### config.mk
export PLATFORM = sky130hd
export DESIGN_NAME = fir_xifu_issuer
export DESIGN_NICKNAME = d
export VERILOG_FILES = /design/src/rtl/fir_xifu_issuer.sv
export SDC_FILE = /design/constraint.sdc
export NUM_CORES = 1
export LEC_CHECK = 0
export ABC_AREA = 1
export ABC_CLOCK_PERIOD_IN_PS = 4900
export BUFFER_PORTS_ARGS = -buffer_cell sky130_fd_sc_hd__buf_2
export CELL_PAD_IN_SITES_DETAIL_PLACEMENT = 0
export CELL_PAD_IN_SITES_GLOBAL_PLACEMENT = 1
export CORE_MARGIN = 2
export CORE_UTILIZATION = 39
export CTS_CLUSTER_DIAMETER = 80
export DETAILED_ROUTE_END_ITERATION = 7
export PLACE_DENSITY_LB_ADDON = 0.1
export SLEW_MARGIN = 20
export SYNTH_ARGS = -nofsm -noshare
export SYNTH_HDL_FRONTEND = slang
export SYNTH_SLANG_ARGS = --single-unit
### constraint.sdc
create_clock -name clk_i -period 4.9 [get_ports clk_i]
set_clock_uncertainty 0.05 [all_clocks]
set_input_delay 0.49 -clock clk_i [delete_from_list [all_inputs] [get_ports clk_i]]
set_output_delay 0.49 -clock clk_i [all_outputs]
set_load 0.1 [all_outputs]
### src/rtl/fir_xifu_issuer.sv
// Offloads xfirlw/xfirsw/xfirdotp to a coprocessor over an XIF-style issue/commit/result interface.
// Define FIR_XIFU_ISSUER_SCOREBOARD_EN to stall commands whose sources match a pending destination register.
module fir_xifu_issuer #(
  parameter int X_ID_WIDTH      = 4,
  parameter int MAX_OUTSTANDING = 4
) (
  input  logic                  clk_i,
  input  logic                  rst_ni,
  input  logic                  cmd_valid_i,
  output logic                  cmd_ready_o,
  input  logic [1:0]            cmd_op_i,
  input  logic [4:0]            cmd_rs1_i,
  input  logic [4:0]            cmd_rs2_i,
  input  logic [4:0]            cmd_rd_i,
  input  logic [11:0]           cmd_imm_i,
  input  logic [31:0]           cmd_opa_i,
  input  logic [31:0]           cmd_opb_i,
  output logic                  issue_valid_o,
  input  logic                  issue_ready_i,
  output logic [31:0]           issue_instr_o,
  output logic [X_ID_WIDTH-1:0] issue_id_o,
  output logic [31:0]           issue_rs0_o,
  output logic [31:0]           issue_rs1_o,
  input  logic                  issue_accept_i,
  output logic                  commit_valid_o,
  output logic                  commit_kill_o,
  output logic [X_ID_WIDTH-1:0] commit_id_o,
  input  logic                  result_valid_i,
  output logic                  result_ready_o,
  input  logic [X_ID_WIDTH-1:0] result_id_i,
  input  logic [31:0]           result_data_i,
  input  logic [4:0]            result_rd_i,
  output logic                  rsp_valid_o,
  output logic [31:0]           rsp_data_o,
  output logic [4:0]            rsp_rd_o,
  output logic                  err_o
);

  localparam logic [6:0] OPCODE  = 7'b1011011;
  localparam logic [1:0] OP_INV  = 2'b00;
  localparam logic [1:0] OP_DOTP = 2'b01;
  localparam logic [1:0] OP_LW   = 2'b10;
  localparam logic [1:0] OP_SW   = 2'b11;
  localparam int PTR_W = (MAX_OUTSTANDING > 1) ? $clog2(MAX_OUTSTANDING) : 1;
  localparam int CNT_W = $clog2(MAX_OUTSTANDING + 1);
  localparam logic [PTR_W-1:0] LAST_PTR = PTR_W'(MAX_OUTSTANDING - 1);
  localparam logic [CNT_W-1:0] MAX_CNT  = CNT_W'(MAX_OUTSTANDING);

  typedef enum logic [1:0] {IDLE, ISSUE, COMMIT} state_e;

  state_e                state_q, state_d;
  logic [31:0]           instr_q, instr_d, opa_q, opa_d, opb_q, opb_d;
  logic [X_ID_WIDTH-1:0] id_q, id_d, id_cnt_q, id_cnt_d;
  logic                  wr_rd_q, wr_rd_d;
  logic [4:0]            rd_q, rd_d;
  logic [CNT_W-1:0]      cnt_q, cnt_d;
  logic [PTR_W-1:0]      wr_ptr_q, wr_ptr_d, rd_ptr_q, rd_ptr_d;
  logic [X_ID_WIDTH-1:0] q_id_q [MAX_OUTSTANDING];
  logic [X_ID_WIDTH-1:0] q_id_d [MAX_OUTSTANDING];
  logic [4:0]            q_rd_q [MAX_OUTSTANDING];
  logic [4:0]            q_rd_d [MAX_OUTSTANDING];
  logic [MAX_OUTSTANDING-1:0] q_vld_q, q_vld_d;
  logic                  err_q, err_d, rsp_valid_q, rsp_valid_d;
  logic [31:0]           rsp_data_q, rsp_data_d;
  logic [4:0]            rsp_rd_q, rsp_rd_d;
  logic                  hazard, cmd_fire, issue_fire, res_fire, push, pop;
  logic [31:0]           enc;

  function automatic logic [PTR_W-1:0] next_ptr(input logic [PTR_W-1:0] p);
    return (p == LAST_PTR) ? '0 : p + PTR_W'(1);
  endfunction

`ifdef FIR_XIFU_ISSUER_SCOREBOARD_EN
  // A register index of zero never creates a dependency.
  always_comb begin
    hazard = 1'b0;
    for (int i = 0; i < MAX_OUTSTANDING; i++) begin
      if (q_vld_q[i]) begin
        if ((cmd_rs1_i != 5'd0) && (cmd_rs1_i == q_rd_q[i])) hazard = 1'b1;
        if (((cmd_op_i == OP_SW) || (cmd_op_i == OP_DOTP)) &&
            (cmd_rs2_i != 5'd0) && (cmd_rs2_i == q_rd_q[i])) hazard = 1'b1;
      end
    end
  end
`else
  assign hazard = 1'b0;
`endif

  assign cmd_ready_o    = rst_ni && (state_q == IDLE) && (cnt_q < MAX_CNT) && !hazard;
  assign cmd_fire       = cmd_valid_i && cmd_ready_o;
  assign issue_fire     = (state_q == ISSUE) && issue_ready_i;
  assign result_ready_o = rst_ni;
  assign res_fire       = result_valid_i && result_ready_o;
  assign pop            = res_fire && (cnt_q != '0);
  assign push           = issue_fire && issue_accept_i && wr_rd_q;

  always_comb begin
    enc = '0;
    case (cmd_op_i)
      OP_LW:   enc = {cmd_imm_i, cmd_rs1_i, 3'b000, cmd_rd_i, OPCODE};
      OP_SW:   enc = {cmd_imm_i[11:5], cmd_rs2_i, cmd_rs1_i, 3'b001, cmd_imm_i[4:0], OPCODE};
      OP_DOTP: enc = {7'b0000000, cmd_rs2_i, cmd_rs1_i, 3'b010, cmd_rd_i, OPCODE};
      default: enc = '0;
    endcase
  end

  always_comb begin
    state_d     = state_q;
    instr_d     = instr_q;
    opa_d       = opa_q;
    opb_d       = opb_q;
    id_d        = id_q;
    id_cnt_d    = id_cnt_q;
    wr_rd_d     = wr_rd_q;
    rd_d        = rd_q;
    wr_ptr_d    = wr_ptr_q;
    rd_ptr_d    = rd_ptr_q;
    q_id_d      = q_id_q;
    q_rd_d      = q_rd_q;
    q_vld_d     = q_vld_q;
    err_d       = 1'b0;
    rsp_valid_d = 1'b0;
    rsp_data_d  = rsp_data_q;
    rsp_rd_d    = rsp_rd_q;

    case (state_q)
      IDLE: if (cmd_fire) begin
        if (cmd_op_i == OP_INV) begin
          err_d = 1'b1;
        end else begin
          state_d = ISSUE;
          instr_d = enc;
          opa_d   = cmd_opa_i;
          opb_d   = cmd_opb_i;
          id_d    = id_cnt_q;
          rd_d    = cmd_rd_i;
          wr_rd_d = (cmd_op_i != OP_SW);
        end
      end
      ISSUE: if (issue_ready_i) begin
        if (issue_accept_i) begin
          state_d  = COMMIT;
          id_cnt_d = id_cnt_q + X_ID_WIDTH'(1);
        end else begin
          state_d = IDLE;
          err_d   = 1'b1;
        end
      end
      COMMIT:  state_d = IDLE;
      default: state_d = IDLE;
    endcase

    // Results return in issue order; a mismatching one is still consumed so the queue stays aligned.
    if (res_fire) begin
      if (pop) begin
        rsp_valid_d = 1'b1;
        rsp_data_d  = result_data_i;
        rsp_rd_d    = result_rd_i;
        if ((result_id_i != q_id_q[rd_ptr_q]) || (result_rd_i != q_rd_q[rd_ptr_q])) err_d = 1'b1;
        q_vld_d[rd_ptr_q] = 1'b0;
        rd_ptr_d = next_ptr(rd_ptr_q);
      end else begin
        err_d = 1'b1;
      end
    end

    if (push) begin
      q_id_d[wr_ptr_q]  = id_q;
      q_rd_d[wr_ptr_q]  = rd_q;
      q_vld_d[wr_ptr_q] = 1'b1;
      wr_ptr_d = next_ptr(wr_ptr_q);
    end
    cnt_d = cnt_q + CNT_W'(push) - CNT_W'(pop);
  end

  always_ff @(posedge clk_i or negedge rst_ni) begin
    if (!rst_ni) begin
      state_q     <= IDLE;
      instr_q     <= '0;
      opa_q       <= '0;
      opb_q       <= '0;
      id_q        <= '0;
      id_cnt_q    <= '0;
      wr_rd_q     <= 1'b0;
      rd_q        <= '0;
      cnt_q       <= '0;
      wr_ptr_q    <= '0;
      rd_ptr_q    <= '0;
      q_id_q      <= '{default: '0};
      q_rd_q      <= '{default: '0};
      q_vld_q     <= '0;
      err_q       <= 1'b0;
      rsp_valid_q <= 1'b0;
      rsp_data_q  <= '0;
      rsp_rd_q    <= '0;
    end else begin
      state_q     <= state_d;
      instr_q     <= instr_d;
      opa_q       <= opa_d;
      opb_q       <= opb_d;
      id_q        <= id_d;
      id_cnt_q    <= id_cnt_d;
      wr_rd_q     <= wr_rd_d;
      rd_q        <= rd_d;
      cnt_q       <= cnt_d;
      wr_ptr_q    <= wr_ptr_d;
      rd_ptr_q    <= rd_ptr_d;
      q_id_q      <= q_id_d;
      q_rd_q      <= q_rd_d;
      q_vld_q     <= q_vld_d;
      err_q       <= err_d;
      rsp_valid_q <= rsp_valid_d;
      rsp_data_q  <= rsp_data_d;
      rsp_rd_q    <= rsp_rd_d;
    end
  end

  assign issue_valid_o  = (state_q == ISSUE);
  assign issue_instr_o  = instr_q;
  assign issue_id_o     = id_q;
  assign issue_rs0_o    = opa_q;
  assign issue_rs1_o    = opb_q;
  assign commit_valid_o = (state_q == COMMIT);
  assign commit_kill_o  = 1'b0;
  assign commit_id_o    = id_q;
  assign rsp_valid_o    = rsp_valid_q;
  assign rsp_data_o     = rsp_data_q;
  assign rsp_rd_o       = rsp_rd_q;
  assign err_o          = err_q;

endmodule

==> impl_metrics.env <==
export IMPL_hold_viol=0
export IMPL_timing_hold_worst_class="in2async"
export IMPL_fp_coreArea_mm2=0.0196
export IMPL_layout_cells_most_common_list="436 x sky130_fd_sc_hd__nand2_1, 282 x sky130_fd_sc_hd__buf_2, 187 x sky130_fd_sc_hd__dfrtp_1"
export IMPL_count_of_buffers_added_by_post_cts_timing_repair_for_setup=0
export IMPL_yosys_mux_area_fraction_pct=0
export IMPL_dieHeight_um=146
export IMPL_number_of_storage_elements_in_the_synthesis_netlist=187
export IMPL_dp_hpwl_mm=14.4
export IMPL_drive_gt1_share_pct=29.3
export IMPL_synth_enable_flop_cells=0
export IMPL_post_synth_cell_area_avg_um2=8.91
export IMPL_grt_setup_unrepaired="false"
export IMPL_globalRouteTotalUtil_pct=19.8
export IMPL_worst_ep_arrival_time_ns=3.05
export IMPL_cts_path_max_buffers=2
export IMPL_netlist_instances=880
export IMPL_fraction_of_the_mapped_netlist_area_in_compound_gates_pct=5.53
export IMPL_worstMarginPinSlew_ns=0.949
export IMPL_cp_start_kind="input pin"
export IMPL_synth_sequential_area_ratio_pct=59.6
export IMPL_critical_path_slowest_cell="sky130_fd_sc_hd__nand2_4"
export IMPL_drc_errors=0
export IMPL_core_rowCount=51
export IMPL_synth_top_family_by_area="simple AND/OR/NAND/NOR gates"
export IMPL_clock_latency_ns=0.42
export IMPL_yosys_warnings=0
export IMPL_chipWidth_um=146
export IMPL_timing_critical_path_cells="clkbuf_8 > nand3_2 > nor2_4 > nand2_2 > inv_2 > nand2_4 > inv_2 > buf_4 > nor2_1 > a31oi_1"
export IMPL_cts_root_buf="sky130_fd_sc_hd__clkbuf_16"
export IMPL_path_max_fanout=87
export IMPL_synthDominantAreaCellType="sky130_fd_sc_hd__dfrtp_1"
export IMPL_final_layout_net_count=1289
export IMPL_io_pins=288
export IMPL_globalRouteMet1Util_pct=25.0
export IMPL_cts_tree="yes"
export IMPL_outcome="finished, final reports clean"
export IMPL_clk_pin_slew_ns=0.07
export IMPL_most_common_library_cell_in_the_layout_ignoring_fill_and_taps="sky130_fd_sc_hd__nand2_1"
export IMPL_syn_area_mm2=0.00785
export IMPL_ctsResizeCount=0
export IMPL_critPathMaxStageDelay_ns=0.47
export IMPL_grt_use_met3_pct=6.71
export IMPL_vias_per_cell=4.54
export IMPL_fmax_ghz=0.361
export IMPL_tritoncts_num_sinks=187
export IMPL_async_flop_share_pct=100
export IMPL_xor_xnor_portion_of_the_synthesized_cell_area_pct=0.893
export IMPL_yosys_area_share_simple_pct=26.3
export IMPL_routedWlPerCell_um=14.5
export IMPL_vias=6442
export IMPL_port_bufs=283
export IMPL_num_fill_cells=1937
export IMPL_ctsHtreeMaxLevel=4
export IMPL_post_synth_fa_ha_maj_area_fraction_pct=1.53
export IMPL_start_util_pct=40.0
export IMPL_grt_antenna_before_repair=2
export IMPL_timing_setup_tns_ns=0
export IMPL_syn_to_final_growth_pct=27.4
export IMPL_cp_capture_type="flip-flop"
export IMPL_cts_buffers=17
export IMPL_detailedRoute_firstIterationViolations=307
export IMPL_yosys_most_used_dff="sky130_fd_sc_hd__dfrtp_1"
export IMPL_reg2reg_depth=10
export IMPL_overflow=0
export IMPL_setup_viol_count_final=0
export IMPL_grt_pass1_vias=6212
export IMPL_synth_top_area_share_pct=59.6
export IMPL_grt_max_degree=121
export IMPL_maxSlewHeadroom_pct=36.7
export IMPL_drt_wl_total_mm=20.6
export IMPL_gr_max_usage_layer="met2"
export IMPL_ant_nets=0
export IMPL_hold_buffer_count_at_cts=0
export IMPL_layout_min_cycle_time_ns=2.77
export IMPL_worstPathRequired_ns=5.18
export IMPL_grt_first_pass_wirelength_mm=33.4
export IMPL_most_frequent_cp_cell="sky130_fd_sc_hd__inv_2"
export IMPL_synth_top_area_cells="sky130_fd_sc_hd__dfrtp_1 60%, sky130_fd_sc_hd__nand2_1 21%, sky130_fd_sc_hd__nand3_1 2.5%"
export IMPL_dieArea_mm2=0.0213
export IMPL_classification_of_the_worst_setup_path="in2reg"
export IMPL_post_route_period_util_pct=56.5
export IMPL_drv_slew=0
export IMPL_groute_layer_met2_usage_pct=32.4
export IMPL_max_cap_violations=0
export IMPL_routabilityCongestion=0.764
export IMPL_first_pass_iteration_count_of_the_detailed_router=4
export IMPL_synth_cell_types=32
[per-stage QoR]
step	hold WS (ns)	util, %	setup slack [ns]	instance area [um2]	instances
after floorplan	0.144	-	2.29	7860	883
after CTS	0.0378	51.0	2.01	9990	1418
after global routing	0.0521	51.0	1.72	9990	1419
final	0.0115	51.0	2.13	9990	1419
after global placement	0.398	47.7	1.58	9340	1386
after detailed placement	0.403	47.7	1.56	9340	1386
[final timing paths]
| path | from | slack, ns | to |
|---|---|---|---|
| worst max-delay path | rst_ni | 2.13 | issue_instr_o[8]$_DFFE_PN0P_ |
| worst min-delay path | rst_ni | 0.01 | commit_id_o[0]$_DFFE_PN0P_ |
| worst max register to register | state_q[1]$_DFFE_PN0P_ | 2.26 | issue_instr_o[8]$_DFFE_PN0P_ |
| worst min register to register | rsp_rd_o[0]$_DFFE_PN0P_ | 0.41 | rsp_rd_o[0]$_DFFE_PN0P_ |
| max in group asynchronous | rst_ni | 3.70 | cnt_q[2]$_DFF_PN0_ |
| min in group clk_i | cmd_opa_i[5] | 0.20 | issue_rs0_o[5]$_DFFE_PN0P_ |
[Yosys cell counts, drive strengths merged, types with 2 or more instances]
| cell | number |
|---|---|
| a21oi | 3 |
| a22o | 7 |
| a31oi | 10 |
| buf | 41 |
| clkbuf | 10 |
| dfrtp | 187 |
| ha | 8 |
| inv | 37 |
| nand2 | 442 |
| nand3 | 41 |
| nor2 | 24 |
| o21ai | 54 |
| o31ai | 2 |
| xnor2 | 3 |
| xor2 | 5 |
[layout make-up]
cell class	instances	area [um2]	share of cell area, %
antenna	1	2.50	0.0250
clock buffer	18	429	4.29
multi-input combinational	608	2710	27.1
sequential	187	4680	46.8
timing repair buffer	289	1480	14.8
inverter	37	139	1.39
tap	265	332	3.32
clock inverter	14	219	2.19
[per-layer routing]
layer,share of wire (%),up-vias
li1,-,3258
met1,42,2945
met2,48,215
met3,8.0,22
met4,1.6,2
met5,0.063,-
[flip-flops by register name, summed over array words and instances, names as in the netlist, 2 cells and up]
| name | count |
|---|---|
| cnt_q | 3 |
| commit_id_o | 4 |
| id_cnt_q | 4 |
| issue_instr_o | 25 |
| issue_rs0_o | 32 |
| issue_rs1_o | 32 |
| q_id_q | 16 |
| q_rd_q | 20 |
| rd_ptr_q | 2 |
| rd_q | 5 |
| rsp_data_o | 32 |
| rsp_rd_o | 5 |
| state_q | 2 |
| wr_ptr_q | 2 |
[cells by family after synthesis]
family,after synthesis
and+or+nand+nor,510
other,1
DFF,187
AOI/OAI and AO/OA,77
xor gates and xnor gates,8
adders and majority gates,9
buffers and inverters,88
[worst max-delay path, delay by kind of cell]
family | cells | cell delay [ns]
buffers and inverters | 4 | 1.43
AO/OA/AOI/OAI | 1 | 0.16
AND/OR/NAND/NOR | 5 | 0.89
Power is not shown: default switching activity piles up to over one toggle a cycle in this logic, so the estimate is an artifact.
